==> src/rtl/rain_alarm_unit_pkg.sv <==
// Shared constants and state type for the rain-detection front end.
package rain_pkg;

    localparam int RAIN_DEBOUNCE_DEF = 2;
    localparam int RAIN_HOLD_DEF     = 0;
    localparam int RAIN_CNT_W        = 16;

    // Run counter covers DEBOUNCE_CYCLES up to 255; hold counter covers HOLD_CYCLES up to 65535.
    localparam int RAIN_DCNT_W = 8;
    localparam int RAIN_HCNT_W = 16;

    typedef enum logic [1:0] {
        IDLE = 2'd0,
        RAIN = 2'd1,
        HOLD = 2'd2
    } rain_state_t;

endpackage

==> src/rtl/rain_alarm_unit_sync_debounce.sv <==
// Two-flop synchronizer followed by a run-length debounce filter.
// dout is the filtered level the filter is about to take on the next edge.
module sync_debounce
    import rain_pkg::*;
#(
    parameter int DEBOUNCE_CYCLES = RAIN_DEBOUNCE_DEF
) (
    input  logic clk,
    input  logic rst,
    input  logic din,
    output logic dout
);

    localparam logic [RAIN_DCNT_W-1:0] DB_LAST = RAIN_DCNT_W'(DEBOUNCE_CYCLES);

    logic                   s1;
    logic                   s2;
    logic                   filt;
    logic                   filt_d;
    logic [RAIN_DCNT_W-1:0] dcnt;
    logic [RAIN_DCNT_W-1:0] dcnt_d;

    // NOTE: every always_comb output gets a default first so no path leaves it unassigned (no latch).
    always_comb begin
        filt_d = filt;
        dcnt_d = '0;
        if (s2 != filt) begin
            if (dcnt + RAIN_DCNT_W'(1) == DB_LAST) begin
                filt_d = s2;
            end else begin
                dcnt_d = dcnt + RAIN_DCNT_W'(1);
            end
        end
    end

    // NOTE: state is updated with non-blocking assignments so s2 samples the old s1, not the new one.
    always_ff @(posedge clk) begin
        if (rst) begin
            s1   <= 1'b0;
            s2   <= 1'b0;
            filt <= 1'b0;
            dcnt <= '0;
        end else begin
            s1   <= din;
            s2   <= s1;
            filt <= filt_d;
            dcnt <= dcnt_d;
        end
    end

    // Exposing the next level lets the alarm register change on the same edge as filt.
    assign dout = filt_d;

endmodule

==> src/rtl/rain_alarm_unit.sv <==
// Rain alarm: debounced sensor -> IDLE/RAIN/HOLD state machine, event pulse
// and saturating event counter. All outputs come straight from flops.
module rain_alarm_unit
    import rain_pkg::*;
#(
    parameter int DEBOUNCE_CYCLES = RAIN_DEBOUNCE_DEF,
    parameter int HOLD_CYCLES     = RAIN_HOLD_DEF,
    parameter int CNT_W           = RAIN_CNT_W
) (
    input  logic             clk,
    input  logic             rst,
    input  logic             rain_sensor,
    output logic             rain_alarm,
    output logic             rain_event,
    output logic [CNT_W-1:0] rain_count
);

    localparam logic [RAIN_HCNT_W-1:0] HOLD_LD = RAIN_HCNT_W'(HOLD_CYCLES);

    rain_state_t            state_q;
    rain_state_t            state_d;
    logic [RAIN_HCNT_W-1:0] hcnt_q;
    logic [RAIN_HCNT_W-1:0] hcnt_d;
    logic                   filt_nx;
    logic                   alarm_d;
    logic                   event_d;

    sync_debounce #(
        .DEBOUNCE_CYCLES(DEBOUNCE_CYCLES)
    ) u_sync_debounce (
        .clk  (clk),
        .rst  (rst),
        .din  (rain_sensor),
        .dout (filt_nx)
    );

    always_comb begin
        state_d = state_q;
        hcnt_d  = hcnt_q;
        event_d = 1'b0;
        case (state_q)
            IDLE: begin
                if (filt_nx) begin
                    state_d = RAIN;
                    event_d = 1'b1;
                end
            end
            RAIN: begin
                if (!filt_nx) begin
                    if (HOLD_LD == '0) begin
                        state_d = IDLE;
                    end else begin
                        state_d = HOLD;
                        hcnt_d  = HOLD_LD;
                    end
                end
            end
            HOLD: begin
                // Rain returning inside the hold window resumes the same episode.
                if (filt_nx) begin
                    state_d = RAIN;
                end else if (hcnt_q == RAIN_HCNT_W'(1)) begin
                    state_d = IDLE;
                    hcnt_d  = '0;
                end else begin
                    hcnt_d = hcnt_q - RAIN_HCNT_W'(1);
                end
            end
            default: state_d = IDLE;
        endcase
        alarm_d = (state_d != IDLE);
    end

    always_ff @(posedge clk) begin
        if (rst) begin
            state_q    <= IDLE;
            hcnt_q     <= '0;
            rain_alarm <= 1'b0;
            rain_event <= 1'b0;
            rain_count <= '0;
        end else begin
            state_q    <= state_d;
            hcnt_q     <= hcnt_d;
            rain_alarm <= alarm_d;
            rain_event <= event_d;
            if (event_d && (rain_count != {CNT_W{1'b1}})) begin
                rain_count <= rain_count + CNT_W'(1);
            end
        end
    end

endmodule

==> config.mk <==
export PLATFORM = sky130hd
export DESIGN_NAME = rain_alarm_unit
export DESIGN_NICKNAME = d
export VERILOG_FILES = /design/src/rtl/rain_alarm_unit_pkg.sv /design/src/rtl/rain_alarm_unit_sync_debounce.sv /design/src/rtl/rain_alarm_unit.sv
export SDC_FILE = /design/constraint.sdc
export NUM_CORES = 1
export LEC_CHECK = 0
export BUFFER_PORTS_ARGS = -buffer_cell sky130_fd_sc_hd__buf_2
export CAP_MARGIN = 20
export CELL_PAD_IN_SITES_DETAIL_PLACEMENT = 1
export CELL_PAD_IN_SITES_GLOBAL_PLACEMENT = 1
export CORE_MARGIN = 1.5
export CORE_UTILIZATION = 48
export CTS_BUF_LIST = sky130_fd_sc_hd__clkbuf_8 sky130_fd_sc_hd__clkbuf_16
export DETAILED_ROUTE_END_ITERATION = 8
export GPL_ROUTABILITY_DRIVEN = 1
export PLACE_DENSITY = 0.89
export REMOVE_ABC_BUFFERS = 1
export SYNTH_ARGS = -nofsm -noshare
export SYNTH_HDL_FRONTEND = slang
export SYNTH_SLANG_ARGS = --single-unit
export TNS_END_PERCENT = 30
==> constraint.sdc <==
create_clock -name clk -period 4.3 [get_ports clk]
set_input_delay 1.29 -clock clk [delete_from_list [all_inputs] [get_ports clk]]
set_output_delay 1.29 -clock clk [all_outputs]
set_load 0.01 [all_outputs]
==> results of run 1 <==
-- kinds of logic (layout without fill, tap and decap cells) --
logic type	count (synthesis)	in the layout	share of synthesized area, %
AND/OR/NAND/NOR	115	115	27.6
multiplexers	3	3	1.39
XOR/XNOR	11	11	4.13
AO/OA/AOI/OAI	63	63	19.3
flip-flops	47	47	40.3
buffers and inverters	20	35	4.56
adder cells (fa/ha/maj)	5	5	2.68
-- final timing paths --
| path | start | end | cells after the start |
|---|---|---|---|
| max | u_sync_debounce.dcnt[0] | rain_count[11] | 8 |
| max reg2reg | u_sync_debounce.dcnt[0] | rain_count[11] | 8 |
| min | u_sync_debounce.s1 | u_sync_debounce.s2 | 1 |
| min reg2reg | u_sync_debounce.s1 | u_sync_debounce.s2 | 1 |
-- state kept, by name (all words and copies together) (netlist names) --
signal / count
rain_alarm: 1
state_q: 2
u_sync_debounce.s1: 1
u_sync_debounce.s2: 1
u_sync_debounce.filt: 1
u_sync_debounce.dcnt: 8
rain_event: 1
hcnt_q: 16
rain_count: 16
-- final cells by class --
cell class                      count  area share, %
Multi-Input combinational cell    197           51.1
Inverter                            7           1.05
Clock inverter                      3          0.946
Timing Repair Buffer               20           3.98
Sequential cell                    47           37.5
Tap cell                           54           2.69
Clock buffer                        5           2.74
-- cell usage in the layout (no fill, tap or decap), types with 2 or more instances in the layout --
cell	instances
a21o_1	2
a21oi_1	13
a31o_2	2
buf_2	20
clkbuf_8	5
clkinvlp_4	2
dfxtp_1	47
ha_1	5
inv_1	6
mux2_2	2
nand2_1	19
nand2b_1	2
nand3_1	15
nand4_1	6
nor2_1	22
nor2b_1	5
nor3_1	6
nor3b_1	3
nor4_1	8
o211ai_1	7
o21a_1	4
o21ai_0	7
o2bb2ai_1	3
o31a_1	2
o31ai_1	8
o41ai_1	4
or2_2	4
or3_1	7
or4_1	8
xnor2_1	3
xor2_1	8
-- metrics by stage --
stage	cells	power [W]
after global placement	325	0.000466
after CTS	333	0.000744
after floorplan	251	0.000459
after global routing	333	0.000771
final	333	0.000739
after detailed placement	325	0.000467
-- metal layers --
metal	up-vias	routed length, um	track usage, %
met3	12	151	4.28
li1	1006	-	-
met4	0	99	7.55
met2	32	2780	38.3
met1	1025	2510	29.4
met5	-	0	0
-- synthesized netlist by cell type (2+ instances only) --
| cell type | number |
|---|---|
| a21o_1 | 2 |
| a21oi_1 | 13 |
| a31o_2 | 2 |
| buf_2 | 4 |
| buf_6 | 3 |
| clkbuf_1 | 5 |
| dfxtp_1 | 47 |
| ha_1 | 5 |
| inv_1 | 6 |
| mux2_2 | 2 |
| nand2_1 | 19 |
| nand2b_1 | 2 |
| nand3_1 | 15 |
| nand4_1 | 6 |
| nor2_1 | 22 |
| nor2b_1 | 5 |
| nor3_1 | 6 |
| nor3b_1 | 3 |
| nor4_1 | 8 |
| o211ai_1 | 7 |
| o21a_1 | 4 |
| o21ai_0 | 7 |
| o2bb2ai_1 | 3 |
| o31a_1 | 2 |
| o31ai_1 | 8 |
| o41ai_1 | 4 |
| or2_2 | 4 |
| or3_1 | 7 |
| or4_1 | 8 |
| xnor2_1 | 3 |
| xor2_1 | 8 |
-- power by group through the flow --
| stage | Clock (W) | Combinational, W | Sequential (W) |
|---|---|---|---|
| after detailed placement | 0 | 0.0000189 | 0.000448 |
| after global placement | 0 | 0.0000183 | 0.000448 |
| after floorplan | 0 | 0.0000106 | 0.000448 |
| after CTS | 0.000287 | 0.0000191 | 0.000438 |
| after global routing | 0.000311 | 0.0000213 | 0.000439 |
| final | 0.000282 | 0.0000190 | 0.000438 |
-- worst reg2reg max path: cells and delay by family (launching register included) --
family	cells	cell delay (ps)
and+or+nand+nor	3	700
AOI/OAI and AO/OA	3	1080
muxes	1	370
DFF	1	510
adders and majority gates	1	410
==> metrics.cfg, run 1 <==
[final_layout]
nets = 286
final_area_um2 = 2510
synthToLayoutAreaGrowth_pct = 7.73
drive_gt1_share_pct = 15.8
antennaDiodeCount = 0
utilization_pct = 53.5
fillers = 573
regArea_um2 = 941
multi_input_area_um2 = 1280

[placement]
pre_cts_slack_ps = 1070
place_area_um2 = 2420
gp_congestion = 0.843
dp_hpwl_um = 3880
port-buffer-count = 20

[clocking]
cts_tree = yes
cts_max_level = 2
cts_resized = 0
postCtsSetupBuffers = 0
cts_buffers = 5
root_buffer = clkbuf_8
clk_pin_slew_ps = 100
clock_latency_ps = 310
cts_hold_buf = 0
clk_path_buf_depth = 2
cts.sinks = 47

[synthesis]
ys_ff_latch = 47
yosysTopAreaCell = dfxtp_1
ys_types = 55
synth_area_leaders = dfxtp_1 (40%), nor2_1 (3.5%), nand3_1 (3.2%)
synth-async-reset-ratio_pct = 0
postSynthCellCount = 264
ys.flop_type = dfxtp_1
synth_top_area_share_pct = 40.3
yosysWarningCount = 0
synth_edf_count = 0
ys_seq_area_share_pct = 40.3
netlist_area_um2 = 2330
avgSynthCellArea_um2 = 8.83

[power]
seqPwrFrac_pct = 59.3
p_leak_nw = 0.933
intPower_w = 0.000558
ir_worst_vdd_mv = 0.127
pwr-share-clk_pct = 38.1
swShare_pct = 24.5
p_sw_w = 0.000181
comb_power_share_pct = 2.6
power_density_nw_per_um2 = 294

[die]
core_area_um2 = 4690
rows = 25
die_y_um = 72.7
start_util_pct = 49.7
dieArea_um2 = 5290
die_w_um = 72.7
io_pins = 21

[timing]
rsz0062_at_grt = no
post-route-period-util_pct = 73.7
hold_viol = 0
clock_skew_ps = 11.1
whs_ps = 470
tns_ps = 0
slew_viol_final = 0
finalCriticalPeriod_ps = 3170
fmax_mhz = 316
final-setup-viol-count = 0
timing.final.ws_setup_ps = 1130
maxSlewHeadroom_pct = 34.9
worstMarginPinSlew_ps = 977

[setup_path]
cp.buffers_inverters = 0
endpoint_kind = flip-flop
crit_fanout = 27
worstPathArrival_ps = 3380
critPathRequiredTime_ps = 4510
worstSetupStartpointType = flip-flop
crit_slowest_cell = dfxtp_1
cp_top_family = compound AO/OA/AOI/OAI gates
crit_type = reg -> reg
crit_path_cell_trace = ha_1 > nand3_1 > nor3b_1 > o22ai_1 > o21a_1 > o21ai_2 > nor4_1 > mux2_2
reg2reg_slack_ps = 1130
slowest_delay_ps = 510

[global_route]
grt_overflow = 0
grt_pass1_vias = 1997
grt_first_pass_wirelength_um = 9450
grt_util_all_layers_pct = 22.8
antenna_found_initial = 0
grt_max_degree = 28

[route]
detail_route.first_pass.iterations = 4
ant_nets = 0
drc = 0
vias = 2075
wl_um = 5540
via_per_inst = 6.23
wl_per_cell_um = 16.6
drt_iter0_markers = 95

[job]
max_cap_viol_count = 0

[run_status]
status = completed

[worst_hold_path]
hold_class = reg -> reg

Power figures use the tool's default switching activity.
==> run 2: changes to the inputs <==
CORE_UTILIZATION = 40   (was 48)
PLACE_DENSITY = 0.8   (was 0.89)
clock period = 2.85 ns   (was 4.3 ns; I/O delays follow)
==> run 2 against run 1 <==
Register-to-register slack got worse by 900 ps. Sequential power is 51% higher. Highest routed layer unchanged. Die area grew 19%. Combinational power up 92%. Non-clock buffer count rose by 12. Cell area grew 5.3%. Critical endpoint is now hcnt_q[5]. Clock skew decreased by 0.98 ps. Critical path type unchanged.
==> metrics.cfg, run 2 (synthesis gave the netlist of run 1 again) <==
[run_status]
status = completed

[die]
start_util_pct = 41.8
die_y_um = 79.4
die_w_um = 79.4
core_area_um2 = 5570
dieArea_um2 = 6300
rows = 27
io_pins = 21

[route]
detail_route.first_pass.iterations = 4
via_per_inst = 5.66
wl_per_cell_um = 15.5
drt_iter0_markers = 120
wl_um = 5630
ant_nets = 0
drc = 0
vias = 2056

[clocking]
clk_path_buf_depth = 2
cts_resized = 0
clock_latency_ps = 310
postCtsSetupBuffers = 0
cts_hold_buf = 0
cts_tree = yes
cts.sinks = 47
cts_max_level = 2
cts_buffers = 5
root_buffer = clkbuf_8
clk_pin_slew_ps = 90

[timing]
maxSlewHeadroom_pct = 68.3
fmax_mhz = 382
tns_ps = 0
slew_viol_final = 0
final-setup-viol-count = 0
post-route-period-util_pct = 91.8
hold_viol = 0
clock_skew_ps = 10.1
finalCriticalPeriod_ps = 2620
worstMarginPinSlew_ps = 471
rsz0062_at_grt = no

[setup_path]
crit_type = reg -> reg
crit_fanout = 10
cpMostUsedCell = or3_1
reg2reg_to = hcnt_q[5]
reg2reg_slack_ps = 230
endpoint_kind = flip-flop
reg2reg_depth = 9
slowest_delay_ps = 540
worstSetupStartpointType = flip-flop
critPathRequiredTime_ps = 3090
crit_slowest_cell = or3_1
crit_path_cell_trace = ha_1 > buf_4 > nand4_1 > nor2_1 > a21oi_2 > o21a_1 > or3_1 > or3_1 > a21oi_1
worstPathArrival_ps = 2850
r2r_start = u_sync_debounce.dcnt[0]

[placement]
dp_hpwl_um = 3950
gp_congestion = 0.781
port-buffer-count = 20

[final_layout]
synthToLayoutAreaGrowth_pct = 13.4
antennaDiodeCount = 0
nets = 298
drive_gt1_share_pct = 19.2
reg_top3 = hcnt_q (16), rain_count (16), u_sync_debounce.dcnt (8)
utilization_pct = 47.5
layout_commonest_cell = dfxtp_1
final_cell_mix = dfxtp_1 (47), nor2_1 (22), buf_2 (20), nand2_1 (19), nand3_1 (15)

[power]
ir_worst_vdd_mv = 0.216
p_leak_nw = 1.01
power_density_nw_per_um2 = 454

[global_route]
grt_overflow = 0
grt_max_degree = 23
antenna_found_initial = 0
grt_pass1_vias = 1967
grt_first_pass_wirelength_um = 9280
grt_util_all_layers_pct = 18.8

[worst_hold_path]
min_to = u_sync_debounce.s2
worst_hold_startpoint = u_sync_debounce.s1
hold_depth = 1
hold_class = reg -> reg

[job]
max_cap_viol_count = 0

## run 2: cell types whose count changed in the layout (fill, tap and decap cells not counted)
cell,before,now
buf_4,0,12
clkinvlp_4,2,0
clkinv_4,0,1
bufinv_16,0,1
inv_6,1,0
clkinv_2,0,1
## run 2: layer usage
metal  share of wire (%)  global-route usage [%]
met2                  46                    31.1
met3                 2.6                    3.79
met4                 1.5                    6.32
met1                  49                    24.4
met5                   0                       0
## run 2: area by class of cell
class,count,area [um2]
clock buffers,5,68.8
clock inverters,3,43.8
fillers,673,2930
inverters,7,26.3
multi-input cells,197,1280
flip-flops and latches,47,941
well taps,72,90.1
repair buffers,32,190
## run 2: worst max path at each step
stage | start | to | slack [ps] | depth (start not counted)
finish | u_sync_debounce.dcnt[0] | hcnt_q[5] | 230 | 9
global route | u_sync_debounce.dcnt[0] | hcnt_q[5] | 20 | 9
CTS | u_sync_debounce.dcnt[0] | hcnt_q[5] | 210 | 9
detailed placement | u_sync_debounce.dcnt[0] | hcnt_q[5] | 260 | 9
global placement | u_sync_debounce.dcnt[0] | hcnt_q[5] | 340 | 9
floorplan | u_sync_debounce.dcnt[0] | rain_count[11] | 180 | 8
## run 2: stage by stage
step | cells | power [W] | hold WS [ps] | area (um2) | setup slack, ps
6_report | 363 | 0.00120 | 471 | 2650 | 235
5_1_grt | 363 | 0.00124 | 476 | 2650 | 15.8
4_1_cts | 363 | 0.00122 | 473 | 2650 | 210
3_5_place_dp | 355 | 0.000713 | 451 | 2530 | 263
3_3_place_gp | 355 | 0.000712 | 431 | 2530 | 343
2_1_floorplan | 251 | 0.000692 | 414 | 2250 | 182
## run 2: power by group
group / switching [W] / total (W) / internal, W
Sequential: 0.00000246 / 0.000661 / 0.000659
Clock: 0.000243 / 0.000504 / 0.000262
Combinational: 0.0000236 / 0.0000365 / 0.0000128
## run 2: critical path: cells and delay by family (launching register included)
kind	cells	cell delay (ps)
AND/OR/NAND/NOR	4	1120
flip-flops	1	490
AO/OA/AOI/OAI	3	490
adder cells (fa/ha/maj)	1	270
buffers and inverters	1	170
==> run 3: changes to the inputs <==
--- a/config.mk
+++ b/config.mk
@@ -12,7 +12,8 @@
 export CORE_MARGIN = 1.5
-export CORE_UTILIZATION = 40
-export CTS_BUF_LIST = sky130_fd_sc_hd__clkbuf_8 sky130_fd_sc_hd__clkbuf_16
+export CORE_UTILIZATION = 42
+export CTS_BUF_LIST = sky130_fd_sc_hd__clkbuf_8
 export DETAILED_ROUTE_END_ITERATION = 8
 export GPL_ROUTABILITY_DRIVEN = 1
-export PLACE_DENSITY = 0.8
+export PLACE_DENSITY = 0.83
+export RECOVER_POWER = 25
 export REMOVE_ABC_BUFFERS = 1
==> constraint.sdc (replaced) <==
create_clock -name clk -period 2.85 [get_ports clk]
set_input_delay 0.285 -clock clk [delete_from_list [all_inputs] [get_ports clk]]
set_output_delay 0.285 -clock clk [all_outputs]
set_load 0.01 [all_outputs]
==> run 3 against run 2 <==
Routed wire length grew 2.8%. Combinational power shrank 5.5%. Global-route usage grew 1.8 points. Non-clock buffer count shrank 4. Clock skew shrank 4.1 ps. Clock power grew 2%. Sequential power is essentially flat. Largest power group unchanged.
==> metrics.cfg, run 3 (synthesis gave the netlist of run 1 again) <==
[route]
wl_met3_um = 125
vias = 2053
drc = 0
ant_nets = 0
wl_per_cell_um = 16.2
wl_um = 5790
drt_iter0_markers = 77
detail_route.first_pass.iterations = 4
drt-met1-wl_um = 2780
via_per_inst = 5.75
top_layer = met4
dr_wl_met2_um = 2810

[setup_path]
reg2reg_to = hcnt_q[5]
reg2reg_depth = 10
reg2reg_slack_ps = 210
endpoint_kind = flip-flop
crit_fanout = 10
critPathRequiredTime_ps = 3080
r2r_start = u_sync_debounce.dcnt[0]
worstSetupStartpointType = flip-flop
worstPathArrival_ps = 2870
crit_type = reg -> reg

[power]
power_density_nw_per_um2 = 462
power_w = 0.00121
p_leak_nw = 0.927
ir_worst_vdd_mv = 0.184

[run_status]
status = completed

[placement]
gp_congestion = 0.801
dp_hpwl_um = 4090
port-buffer-count = 20
place_area_um2 = 2500

[timing]
maxSlewHeadroom_pct = 32.1
post-route-period-util_pct = 92.7
rsz0062_at_grt = no
slew_viol_final = 0
worstMarginPinSlew_ps = 1020
hold_viol = 0
finalCriticalPeriod_ps = 2640
fmax_mhz = 379
final-setup-viol-count = 0
clock_skew_ps = 5.97
tns_ps = 0

[worst_hold_path]
min_to = u_sync_debounce.s1
worst_hold_startpoint = rain_sensor
hold_depth = 2
hold_class = in -> reg

[global_route]
grt_pass1_vias = 2071
grt_max_degree = 24
grt_first_pass_wirelength_um = 9950
grt_util_all_layers_pct = 20.6
antenna_found_initial = 0
grt_overflow = 0

[clocking]
cts_max_level = 2
clk_pin_slew_ps = 90
clk_path_buf_depth = 2
postCtsSetupBuffers = 0
cts_tree = yes
cts.sinks = 47
cts_resized = 0
root_buffer = clkbuf_8
cts_buffers = 5
cts_hold_buf = 0
clock_latency_ps = 300

[final_layout]
drive_gt1_share_pct = 13.6
antennaDiodeCount = 0
fillers = 660
reg_top3 = hcnt_q (16), rain_count (16), u_sync_debounce.dcnt (8)
final_area_um2 = 2610
final_cell_mix = dfxtp_1 (46), nor2_1 (22), nand2_1 (19), nand3_1 (15), clkbuf_1 (15)
synthToLayoutAreaGrowth_pct = 12.0
nets = 294
layout_commonest_cell = dfxtp_1

[die]
die_y_um = 77.5
io_pins = 21
core_area_um2 = 5240
rows = 26
start_util_pct = 44.5
die_w_um = 77.5
dieArea_um2 = 6010

[job]
max_cap_viol_count = 0

run 3: changes by cell type in the layout (fill, tap and decap cells not counted), sizes merged:
cell | previous run | this run
buf | 32 | 13
clkbuf | 5 | 21
clkinv | 3 | 2
run 3: area by class of cell:
type | count | area (um2) | share of cell area (%)
Timing Repair Buffer | 28 | 141 | 5.41
Clock buffer | 6 | 82.6 | 3.16
Clock inverter | 2 | 35.0 | 1.34
Multi-Input combinational cell | 197 | 1300 | 49.7
Inverter | 7 | 26.3 | 1.01
Sequential cell | 47 | 942 | 36.1
Tap cell | 70 | 87.6 | 3.35
run 3: worst max-delay path by stage:
stage	cells after the start	slack, ps	endpoint	startpoint
finish	10	210	hcnt_q[5]	u_sync_debounce.dcnt[0]
global placement	9	240	hcnt_q[5]	u_sync_debounce.dcnt[1]
floorplan	8	180	rain_count[11]	u_sync_debounce.dcnt[0]
detailed placement	9	40	rain_count[6]	u_sync_debounce.dcnt[1]
global route	10	20	hcnt_q[5]	u_sync_debounce.dcnt[0]
CTS	9	3	rain_count[6]	u_sync_debounce.dcnt[1]
run 3: layer usage:
layer | track usage, % | vias up
met5 | 0 | -
met4 | 5.09 | 0
met3 | 4.00 | 6
met2 | 34.2 | 21
met1 | 27.5 | 1006
li1 | - | 1020
run 3: critical path, cell delays in order, from the launching register on:
cell,delay (ps)
dfxtp_1,390
buf_4,170
ha_1,170
nand2b_1,70
a311oi_2,260
a21oi_2,110
o21a_1,230
buf_4,170
or3_1,510
or3_1,350
a21oi_1,140
run 3: per-stage QoR:
step,utilization [%],hold slack [ps],setup WS (ps),instances
floorplan,-,354,182,251
global placement,47.7,432,239,349
detailed placement,47.7,432,44.4,349
CTS,50.0,186,3.00,357
global route,49.9,215,16.3,357
finish,49.9,198,209,357
run 3: where the power goes:
group	switching, W	internal (W)
Clock	0.000229	0.000284
Combinational	0.0000237	0.0000108
Sequential	0.00000196	0.000658
Total	0.000254	0.000953
